==> src/rtl/pipe_hazard_ctrl.sv <==
// ---------------------------------------------------------------------------
// pipe_hazard_ctrl
// Central stall/flush sequencer for a 5-stage pipeline. Decodes the enable and
// clear pairs of the IF, ID and EX pipeline registers, the PC load enable and
// the PC source select from the current sequencer state and the hazard inputs.
// Event priority, highest first: memory wait-state, taken-branch flush,
// load-use stall, normal flow. Also keeps a sticky memory-timeout flag and a
// saturating count of cycles in which the PC was held.
//
// Parameters
//   LOAD_STALL_CYCLES  bubbles inserted per load-use hazard (1..15)
//   MEM_TIMEOUT        consecutive mem_ready=0 cycles that set bus_err (1..65535)
//
// Ports
//   clk          in   system clock, rising edge
//   rst          in   asynchronous active-high reset
//   id_rs/id_rt  in   source register fields of the instruction in ID
//   id_uses_rt   in   ID instruction reads rt as a source
//   ex_mem_read  in   instruction in EX is a load
//   ex_waddr     in   destination register of the instruction in EX
//   br_taken     in   branch in MEM resolved taken
//   mem_ready    in   0 = memory inserting a wait-state
//   pc_en        out  PC load enable
//   pc_sel       out  0 = PC+4, 1 = branch target
//   if_en/if_clr out  IF register enable / synchronous clear
//   id_en/id_clr out  ID register enable / synchronous clear
//   ex_en/ex_clr out  EX register enable / synchronous clear
//   bus_err      out  sticky memory-timeout flag
//   stall_cnt    out  saturating count of cycles with pc_en=0
// ---------------------------------------------------------------------------
module pipe_hazard_ctrl #(
    parameter int LOAD_STALL_CYCLES = 1,
    parameter int MEM_TIMEOUT       = 255
) (
    input  logic        clk,
    input  logic        rst,
    input  logic [4:0]  id_rs,
    input  logic [4:0]  id_rt,
    input  logic        id_uses_rt,
    input  logic        ex_mem_read,
    input  logic [4:0]  ex_waddr,
    input  logic        br_taken,
    input  logic        mem_ready,
    output logic        pc_en,
    output logic        pc_sel,
    output logic        if_en,
    output logic        if_clr,
    output logic        id_en,
    output logic        id_clr,
    output logic        ex_en,
    output logic        ex_clr,
    output logic        bus_err,
    output logic [31:0] stall_cnt
);

    typedef enum logic [1:0] {
        RUN    = 2'd0,
        LSTALL = 2'd1,
        WAIT   = 2'd2
    } state_t;

    // The first bubble is issued from RUN, so LSTALL covers the remaining
    // LOAD_STALL_CYCLES-1 bubbles: lcnt counts down to 0 inclusive.
    localparam logic        MULTI_STALL = (LOAD_STALL_CYCLES > 1) ? 1'b1 : 1'b0;
    localparam logic [3:0]  LCNT_INIT   = (LOAD_STALL_CYCLES > 1) ? 4'(LOAD_STALL_CYCLES - 2) : 4'd0;
    localparam logic [15:0] TMO_LAST    = 16'(MEM_TIMEOUT - 1);

    state_t      state_r;
    state_t      ctx_r;
    logic [3:0]  lcnt_r;
    logic [15:0] tcnt_r;
    logic        bus_err_r;
    logic [31:0] stall_cnt_r;

    state_t      state_n_s;
    state_t      ctx_n_s;
    state_t      eff_s;
    logic [3:0]  lcnt_n_s;
    logic        lu_s;

    logic        pc_en_s;
    logic        pc_sel_s;
    logic        if_en_s;
    logic        if_clr_s;
    logic        id_en_s;
    logic        id_clr_s;
    logic        ex_en_s;
    logic        ex_clr_s;

    // Load-use hit: EX load writes a register the ID instruction reads (r0 never hazards).
    assign lu_s = ex_mem_read & (ex_waddr != 5'd0) &
                  ((ex_waddr == id_rs) | (id_uses_rt & (ex_waddr == id_rt)));

    // Effective context: leaving WAIT behaves exactly like the saved RUN/LSTALL state.
    always_comb begin
        if (state_r == WAIT) begin
            eff_s = ctx_r;
        end else begin
            eff_s = state_r;
        end
    end

    // Next-state and control decode, priority wait > flush > load-use > normal.
    always_comb begin
        pc_en_s   = 1'b1;
        pc_sel_s  = 1'b0;
        if_en_s   = 1'b1;
        if_clr_s  = 1'b0;
        id_en_s   = 1'b1;
        id_clr_s  = 1'b0;
        ex_en_s   = 1'b1;
        ex_clr_s  = 1'b0;
        state_n_s = RUN;
        ctx_n_s   = ctx_r;
        lcnt_n_s  = lcnt_r;

        if (!mem_ready) begin
            // Whole pipeline frozen; lcnt holds so the stall resumes where it left off.
            pc_en_s   = 1'b0;
            if_en_s   = 1'b0;
            id_en_s   = 1'b0;
            ex_en_s   = 1'b0;
            state_n_s = WAIT;
            if (state_r == WAIT) begin
                ctx_n_s = ctx_r;
            end else begin
                ctx_n_s = state_r;
            end
        end else if (br_taken) begin
            // Flush the three younger stages and redirect; any pending stall is dropped.
            pc_sel_s  = 1'b1;
            if_clr_s  = 1'b1;
            id_clr_s  = 1'b1;
            ex_clr_s  = 1'b1;
            state_n_s = RUN;
            ctx_n_s   = RUN;
            lcnt_n_s  = 4'd0;
        end else begin
            case (eff_s)
                RUN: begin
                    if (lu_s) begin
                        pc_en_s  = 1'b0;
                        if_en_s  = 1'b0;
                        id_clr_s = 1'b1;
                        if (MULTI_STALL) begin
                            state_n_s = LSTALL;
                            lcnt_n_s  = LCNT_INIT;
                        end else begin
                            state_n_s = RUN;
                            lcnt_n_s  = 4'd0;
                        end
                    end else begin
                        state_n_s = RUN;
                        lcnt_n_s  = lcnt_r;
                    end
                end
                LSTALL: begin
                    pc_en_s  = 1'b0;
                    if_en_s  = 1'b0;
                    id_clr_s = 1'b1;
                    if (lcnt_r == 4'd0) begin
                        state_n_s = RUN;
                        lcnt_n_s  = 4'd0;
                    end else begin
                        state_n_s = LSTALL;
                        lcnt_n_s  = lcnt_r - 4'd1;
                    end
                end
                default: begin
                    state_n_s = RUN;
                    lcnt_n_s  = 4'd0;
                end
            endcase
        end
    end

    // Sequencer state, saved wait context and load-stall counter.
    always_ff @(posedge clk or posedge rst) begin
        if (rst) begin
            state_r <= RUN;
            ctx_r   <= RUN;
            lcnt_r  <= 4'd0;
        end else begin
            state_r <= state_n_s;
            ctx_r   <= ctx_n_s;
            lcnt_r  <= lcnt_n_s;
        end
    end

    // Wait-state length counter (saturating) and sticky timeout flag.
    always_ff @(posedge clk or posedge rst) begin
        if (rst) begin
            tcnt_r    <= 16'd0;
            bus_err_r <= 1'b0;
        end else begin
            if (!mem_ready) begin
                if (tcnt_r != 16'hFFFF) begin
                    tcnt_r <= tcnt_r + 16'd1;
                end else begin
                    tcnt_r <= tcnt_r;
                end
            end else begin
                tcnt_r <= 16'd0;
            end
            if (!mem_ready && (tcnt_r >= TMO_LAST)) begin
                bus_err_r <= 1'b1;
            end else begin
                bus_err_r <= bus_err_r;
            end
        end
    end

    // Saturating count of cycles in which the PC did not advance.
    always_ff @(posedge clk or posedge rst) begin
        if (rst) begin
            stall_cnt_r <= 32'd0;
        end else if (!pc_en_s && (stall_cnt_r != 32'hFFFF_FFFF)) begin
            stall_cnt_r <= stall_cnt_r + 32'd1;
        end else begin
            stall_cnt_r <= stall_cnt_r;
        end
    end

    assign pc_en     = pc_en_s;
    assign pc_sel    = pc_sel_s;
    assign if_en     = if_en_s;
    assign if_clr    = if_clr_s;
    assign id_en     = id_en_s;
    assign id_clr    = id_clr_s;
    assign ex_en     = ex_en_s;
    assign ex_clr    = ex_clr_s;
    assign bus_err   = bus_err_r;
    assign stall_cnt = stall_cnt_r;

endmodule

==> config.mk <==
export PLATFORM = sky130hd
export DESIGN_NAME = pipe_hazard_ctrl
export DESIGN_NICKNAME = d
export VERILOG_FILES = /design/src/rtl/pipe_hazard_ctrl.sv
export SDC_FILE = /design/constraint.sdc
export NUM_CORES = 1
export LEC_CHECK = 0
export ABC_AREA = 0
export ABC_CLOCK_PERIOD_IN_PS = 3800
export BUFFER_PORTS_ARGS = -buffer_cell sky130_fd_sc_hd__buf_2
export CORE_MARGIN = 2
export CORE_UTILIZATION = 55
export CTS_CLUSTER_DIAMETER = 150
export DETAILED_ROUTE_END_ITERATION = 8
export PLACE_DENSITY = 0.77
export SYNTH_ARGS = -nofsm -noshare
export SYNTH_HDL_FRONTEND = slang
export SYNTH_SLANG_ARGS = --single-unit
export TNS_END_PERCENT = 20
==> constraint.sdc <==
create_clock -name clk -period 3.8 [get_ports clk]
set_input_delay 0.19 -clock clk [delete_from_list [all_inputs] [get_ports clk]]
set_output_delay 0.19 -clock clk [all_outputs]
set_load 0.02 [all_outputs]
After elaboration in Yosys (flattened, before gate mapping)
Index checks and enable logic that the tools add are counted.

Bits of input ports: 21. Register bits after elaboration: 57.

Order comparisons: 1. Reductions and logical operators: 9. Equality and inequality tests: 8. Bitwise logic cells: 4. Multiplexer cells: 24. $add $sub $neg: 3.

Operators by type and width (count): adder 32 x 1 -> 32 bit (second input constant) (1); two-way mux 16 bit (2); inequality test 32 bit (second input constant) (1); adder 16 x 1 -> 16 bit (second input constant) (1); >= comparator 16 x 8 -> 1 bit (second input constant) (1); inequality test 16 bit (second input constant) (1); two-way mux 1 bit (12); two-way mux 4 bit (3); == test 5 bit (2); two-way mux 2 bit (4); one-hot mux 4 bit (2 select lines) (1); nonzero test 5 bit (1); logical NOT 4 bit (1); one-hot mux 1 bit (2 select lines) (2); subtractor 4 x 1 -> 4 bit (second input constant) (1); AND 1 bit (3); inequality test 3 bit (second input constant) (1); == test 2 x 1 -> 1 bit (second input constant) (1); == test 2 bit (second input constant) (1); logical AND 1 bit (2); logical NOT 1 bit (2); logical NOT 2 bit (1); inequality test 2 bit (second input constant) (1); AND reduction 2 bit (1); 2 further kinds (2).

Longest topological paths before layout
Gate-level depths: netlist of run 1.

Depth in word-level cells: 10. Gate-level depth with buffers: 10. Gate-level depth less buffers: 8.

Worst setup path before layout of run 1
No wires, ideal clock.

Path type: register -> register. Start point: register stall_cnt_r[13] (netlist: stall_cnt[13]). End point: register stall_cnt_r[21] (netlist: stall_cnt[21]). Path slack: 1.673 ns. Arrival time: 1.993 ns. Setup time: 0.134 ns. Required time: 3.666 ns. Stages on the path, launching flop included: 10. Cells stage by stage: dfrtp_1 > nand2_1 > or3_1 > nor4b_4 > and2_1 > or2_1 > buf_6 > buf_12 > nor3_1 > xor2_1.

Longest elaborated chain between the ends: 2.

RTL lines: start: declaration (RTL line 73) `logic [31:0] stall_cnt_r;`; start signal: assignment (RTL line 218) `stall_cnt_r <= stall_cnt_r + 32'd1;`; start signal: assignment (RTL line 220) `stall_cnt_r <= stall_cnt_r;`; branches (longest 2 deep; another with adder 32 x 1 -> 32 bit).

Several ways; the timed one is not identified. A chain may end at the register's enable or synchronous reset.

Worst setup path after layout of run 1
Start point: register stall_cnt_r[3] (netlist: stall_cnt[3]). End point: register stall_cnt_r[11] (netlist: stall_cnt[11]).

Same word-level chain as after synthesis.

==> results of run 1 <==
[metal layers]
| metal | GRT usage [%] | vias to the layer above |
|---|---|---|
| met5 | 0 | - |
| met4 | 9.30 | 0 |
| met3 | 4.83 | 9 |
| met2 | 35.6 | 56 |
| met1 | 28.1 | 1212 |
| li1 | - | 1199 |
[logic make-up after synthesis]
logic type	synth area share, %
AO/OA/AOI/OAI	6.96
AND/OR/NAND/NOR	24.9
adder cells (fa/ha/maj)	2.06
XOR/XNOR	13.8
buffers and inverters	4.61
multiplexers	0.700
flip-flops	47.0
[cells in the final DEF, fill, tap and decap left out, types with 2 or more instances in the layout]
cell type and n:
nor4_1 5, nor2b_1 3, nor3_1 16, clkbuf_8 10
inv_2 2, nand2_1 30, nor3_2 4, and2_1 3
a21oi_1 10, ha_1 5, nand3_1 18, and3_1 5
a31oi_1 2, buf_2 61, o21ai_0 10, xor2_1 24
nand4_1 13, a21o_1 4, dfrtp_1 57, xnor2_1 24
inv_1 13, and4_1 2, clkinv_2 4, a211oi_1 3
or3_1 6, nor2_1 27
[path summary, 6_finish.rpt]
check | from | to | slack [ns] | depth (start not counted)
hold / removal | rst | tcnt_r[4]$_DFFE_PP0P_ | 0.05 | 3
setup / recovery | stall_cnt[3]$_DFFE_PP0P_ | stall_cnt[11]$_DFFE_PP0P_ | 1.28 | 7
hold reg to reg | bus_err$_DFFE_PP0P_ | bus_err$_DFFE_PP0P_ | 0.46 | 1
setup reg to reg | stall_cnt[3]$_DFFE_PP0P_ | stall_cnt[11]$_DFFE_PP0P_ | 1.28 | 7
min in group clk | br_taken | state_r[0]$_DFF_PP0_ | 0.24 | 4
max in group asynchronous | rst | tcnt_r[14]$_DFFE_PP0P_ | 3.28 | 3
[area by class of cell]
type                       instances  area share, %
multi-input combinational        230           41.8
sequential                        57           40.5
timing repair buffer              62           8.89
clock buffer                      11           4.02
tap                               72           2.56
inverter                          15           1.60
clock inverter                     4          0.569
[worst reg2reg max path, cell delays in order, from the launching register on]
cell,delay [ns]
dfrtp_1,0.45
and4_4,0.29
nand4_4,0.17
nor4b_4,0.39
and2_1,0.20
or2_1,0.55
nor3_1,0.16
xor2_1,0.18
[power breakdown]
group          switching, W  total, W  internal (W)
logic              0.000178  0.000281      0.000103
clock network      0.000237  0.000483      0.000246
registers         0.0000630  0.000715      0.000652
total              0.000478   0.00148       0.00100
[stage by stage]
stage,util [%],std cells
floorplan,-,313
CTS,65.1,451
global route,65.1,451
finish,65.1,451
detailed placement,62.1,436
global placement,62.1,436
[registers in the layout, indices dropped and copies added, names as in the netlist]
signal and cells:
bus_err 1, lcnt_r 4, state_r 2, tcnt_r 16
ctx_r 2, stall_cnt 32
[cell usage after synthesis (2+ instances only)]
| library cell | count | area, sq um |
|---|---|---|
| nor3_1 | 16 | 80.1 |
| a31oi_1 | 2 | 12.5 |
| o21ai_0 | 10 | 50.1 |
| nor3_2 | 4 | 40.0 |
| nand2_1 | 30 | 113 |
| or3_1 | 6 | 37.5 |
| clkbuf_1 | 4 | 15.0 |
| nor2b_1 | 3 | 18.8 |
| a21o_1 | 4 | 30.0 |
| ha_1 | 5 | 62.6 |
| a21oi_1 | 10 | 50.1 |
| nand3_1 | 18 | 90.1 |
| and3_1 | 5 | 31.3 |
| xor2_1 | 24 | 210 |
| and4_1 | 2 | 17.5 |
| inv_1 | 14 | 52.6 |
| xnor2_1 | 24 | 210 |
| a211oi_1 | 3 | 22.5 |
| nor4_1 | 5 | 31.3 |
| dfrtp_1 | 57 | 1430 |
| buf_4 | 5 | 37.5 |
| nand4_1 | 13 | 81.3 |
| and2_1 | 3 | 18.8 |
| nor2_1 | 27 | 101 |
==> results.cfg, run 1 <==
[status]
status = completed

[sta]
finalHoldViolCount = 0
timing.setup.tns_ns = 0
setup_viol = 0
worst_pin_slew_ns = 0.711
rsz0062_at_grt = no
relSlewSlack_pct = 52.6
clock.fmax_mhz = 397
period_needed_ns = 2.52
fin_hold_ws_ns = 0.0517
maxSlewViolCount = 0
fin_skew_ns = 0.00592
setup_ws_ns = 1.28
period_share_pct = 66.3

[critical_path]
cp_cell_sequence = and4_4 > nand4_4 > nor4b_4 > and2_1 > or2_1 > nor3_1 > xor2_1
cp_max_fo = 17
slowest_delay_ns = 0.55
crit_type = flop to flop
slowest_stage = or2_1
cp-start-kind = flop
critPathTopFamily = simple AND/OR/NAND/NOR gates
crit_required_ns = 4.01
path_buf_inv = 0
cp-end-kind = flop
arrival_ns = 2.73

[global_routing]
grt_usage_pct = 21.8
grt_start_max_net_pins = 58
grt_overflow_total = 0
grt_pass1_wl_mm = 10.6
grt_pass1_vias = 2308
grt_antenna_before_repair = 0

[place]
numPortBuffers = 61
placed_area_sq_um = 3360
place.gp.congestion = 0.810
hpwl_mm = 4.33
dp_worst_setup_slack_ns = 1.28

[synthesis]
yosysSeqAreaShare_pct = 47.0
yosys.cell_types.count = 43
synth-seq-cells = 57
synth_area_sq_um = 3040
netlist_instances = 313
synthFlopType = dfrtp_1
async_flop_share_pct = 100
synth-edff-count = 0
yosysWarnings = 0
syn-num-nets = 339
syn_area_per_cell_sq_um = 9.71

[final_layout]
seq_area_sq_um = 1430
multi_input_area_sq_um = 1470
antenna_cells = 0
final_nets = 401
layout-drive-gt1-share_pct = 23.2
synthToLayoutAreaGrowth_pct = 15.8
fillers = 491
fin_area_sq_um = 3520

[power]
power-per-cell-area_nw_per_um2 = 420
p_leak_nw = 1.61
post-layout-total-power_w = 0.00148
ir_worst_vdd_v = 0.000378

[detailed_routing]
routed-wl-met2_mm = 3.04
drc = 0
wl_met3_um = 254
wl_met1_mm = 2.73
drt_iter0_markers = 96
num_vias = 2476
ant_nets = 0
drtPass1Iterations = 5
routedWlPerCell_um = 13.6
highest-signal-layer = met4
via_per_inst = 5.49
totalWireLength_mm = 6.13

[floorplan]
row_count = 27
num_io_pins = 62
core_area_sq_um = 5410
die_x_um = 78.3
dieArea_sq_um = 6130
die_h_um = 78.3
initial_core_util_pct = 56.2

[clock_tree]
root_buffer = clkbuf_8
clock_latency_ns = 0.33
numCtsBuffers = 9
cts_tree = done
cts-resized-gates = 0
clk_path_buf_depth = 2
post_cts_buffers = 0
hold_buffers = 0
htreeDepth = 3
clk_pin_slew_worst_paths_ns = 0.07
cts_sinks = 57

[flow_run]
cap_violations = 0

[worst_hold_path]
min_path_type = input pin to async pin
No activity file was read; power rests on OpenSTA's default activity.
==> run 2, diff against run 1 <==
ABC_CLOCK_PERIOD_IN_PS = 2600   (was 3800)
clock period = 2.6 ns   (was 3.8 ns; I/O delays follow)
==> results.cfg, run 2 (synthesis results as in run 1) <==
[clock_tree]
clk_path_buf_depth = 2
cts_tree = done
clock_latency_ns = 0.34
root_buffer = clkbuf_8
cts-resized-gates = 0
clk_pin_slew_worst_paths_ns = 0.06
hold_buffers = 0
numCtsBuffers = 9
htreeDepth = 3
post_cts_buffers = 0
cts_sinks = 57

[final_layout]
largest_reg_flops = 32
antenna_cells = 0
fin_area_sq_um = 3590
seq_area_sq_um = 1430
multi_input_area_sq_um = 1470
synthToLayoutAreaGrowth_pct = 18.1
mostFrequentLayoutCell = buf_2
layout_common_cells = buf_2 (61), dfrtp_1 (57), nand2_1 (30)
fillers = 438
layoutNonFillerInstCount = 455
layout-drive-gt1-share_pct = 23.8
final_nets = 404

[power]
power-per-cell-area_nw_per_um2 = 647
ir_worst_vdd_v = 0.000720
post-layout-total-power_w = 0.00232
p_leak_nw = 1.64

[sta]
fin_hold_ws_ns = -0.0245
period_needed_ns = 2.25
maxSlewViolCount = 0
setup_ws_ns = 0.347
period_share_pct = 86.6
setup_viol = 0
fin_skew_ns = 0.00471
relSlewSlack_pct = 53.8
clock.fmax_mhz = 444
rsz0062_at_grt = no
timing.setup.tns_ns = 0
finalHoldViolCount = 37
worst_pin_slew_ns = 0.693

[floorplan]
core_area_sq_um = 5410
num_io_pins = 62
dieArea_sq_um = 6130
die_h_um = 78.3
initial_core_util_pct = 56.2
row_count = 27
die_x_um = 78.3

[place]
place.gp.congestion = 0.808
dp_worst_setup_slack_ns = 0.355
hpwl_mm = 4.31
dp_cells = 439
numPortBuffers = 61
placed_area_sq_um = 3380

[status]
status = finished with violations
failed_checks = hold timing

[detailed_routing]
drtPass1Iterations = 4
num_vias = 2410
routedWlPerCell_um = 13.1
via_per_inst = 5.30
drt_iter0_markers = 113
totalWireLength_mm = 5.95
ant_nets = 0
drc = 0

[critical_path]
crit_required_ns = 2.86
crit_type = flop to flop
cp-end-kind = flop
arrival_ns = 2.51
cp_max_fo = 11
cp-start-kind = flop

[global_routing]
grt_pass1_vias = 2313
grt_pass1_wl_mm = 10.4
grt_overflow_total = 0
grt_start_max_net_pins = 58
grt_usage_pct = 21.6
grt_antenna_before_repair = 0

[worst_hold_path]
min_path_type = input pin to async pin

[flow_run]
cap_violations = 0
==> run 2: cell count changes in the layout (fill, tap and decap cells not counted), sizes merged <==
| cell | previous run | this run |
|---|---|---|
| clkinv | 4 | 1 |
| bufinv | 0 | 1 |
| clkbuf | 11 | 14 |
| buf | 62 | 65 |
==> run 2: through the flow <==
step | hold WS [ns] | util [%]
2_1_floorplan | 0.345 | -
3_3_place_gp | 0.369 | 62.5
3_5_place_dp | 0.373 | 62.5
4_1_cts | 0.00332 | 66.4
5_1_grt | 0.0583 | 66.4
6_report | -0.0245 | 66.4
==> run 2: worst max-delay path: stages, from the launching register on <==
cell,delay [ns]
dfrtp_1,0.43
ha_1,0.25
nand2_1,0.22
nor2_1,0.08
nor4b_4,0.15
and2_1,0.17
or2_1,0.22
buf_4,0.18
nor4_1,0.30
xor2_1,0.18
==> run 2: worst paths after layout <==
kind	cells after the start	slack, ns	from	end
worst max-delay path	9	0.35	stall_cnt[0]$_DFFE_PP0P_	stall_cnt[12]$_DFFE_PP0P_
worst min-delay path	3	-0.02	rst	tcnt_r[3]$_DFFE_PP0P_
worst max register to register	9	0.35	stall_cnt[0]$_DFFE_PP0P_	stall_cnt[12]$_DFFE_PP0P_
worst min register to register	1	0.45	bus_err$_DFFE_PP0P_	bus_err$_DFFE_PP0P_
max in group asynchronous	3	2.16	rst	stall_cnt[16]$_DFFE_PP0P_
min in group clk	4	0.20	br_taken	state_r[0]$_DFF_PP0_
==> run 2: power breakdown <==
group,internal (W),switching (W)
combinational,0.000154,0.000262
clock,0.000520,0.000338
sequential,0.000954,0.0000914
total,0.00163,0.000692
==> run 2: final cells by class <==
| type | instances | area share, % |
|---|---|---|
| Multi-Input combinational cell | 230 | 41.0 |
| Sequential cell | 57 | 39.8 |
| Timing Repair Buffer | 65 | 9.35 |
| Clock buffer | 14 | 4.81 |
| Tap cell | 72 | 2.51 |
| Inverter | 15 | 1.57 |
| Clock inverter | 2 | 0.977 |
==> run 2: routing by layer <==
metal	up-vias	GRT usage, %	wire [um]
met5	-	0	0
met1	1139	28.1	2690
li1	1206	-	-
met2	53	34.0	2880
met4	0	11.6	139
met3	12	4.37	233
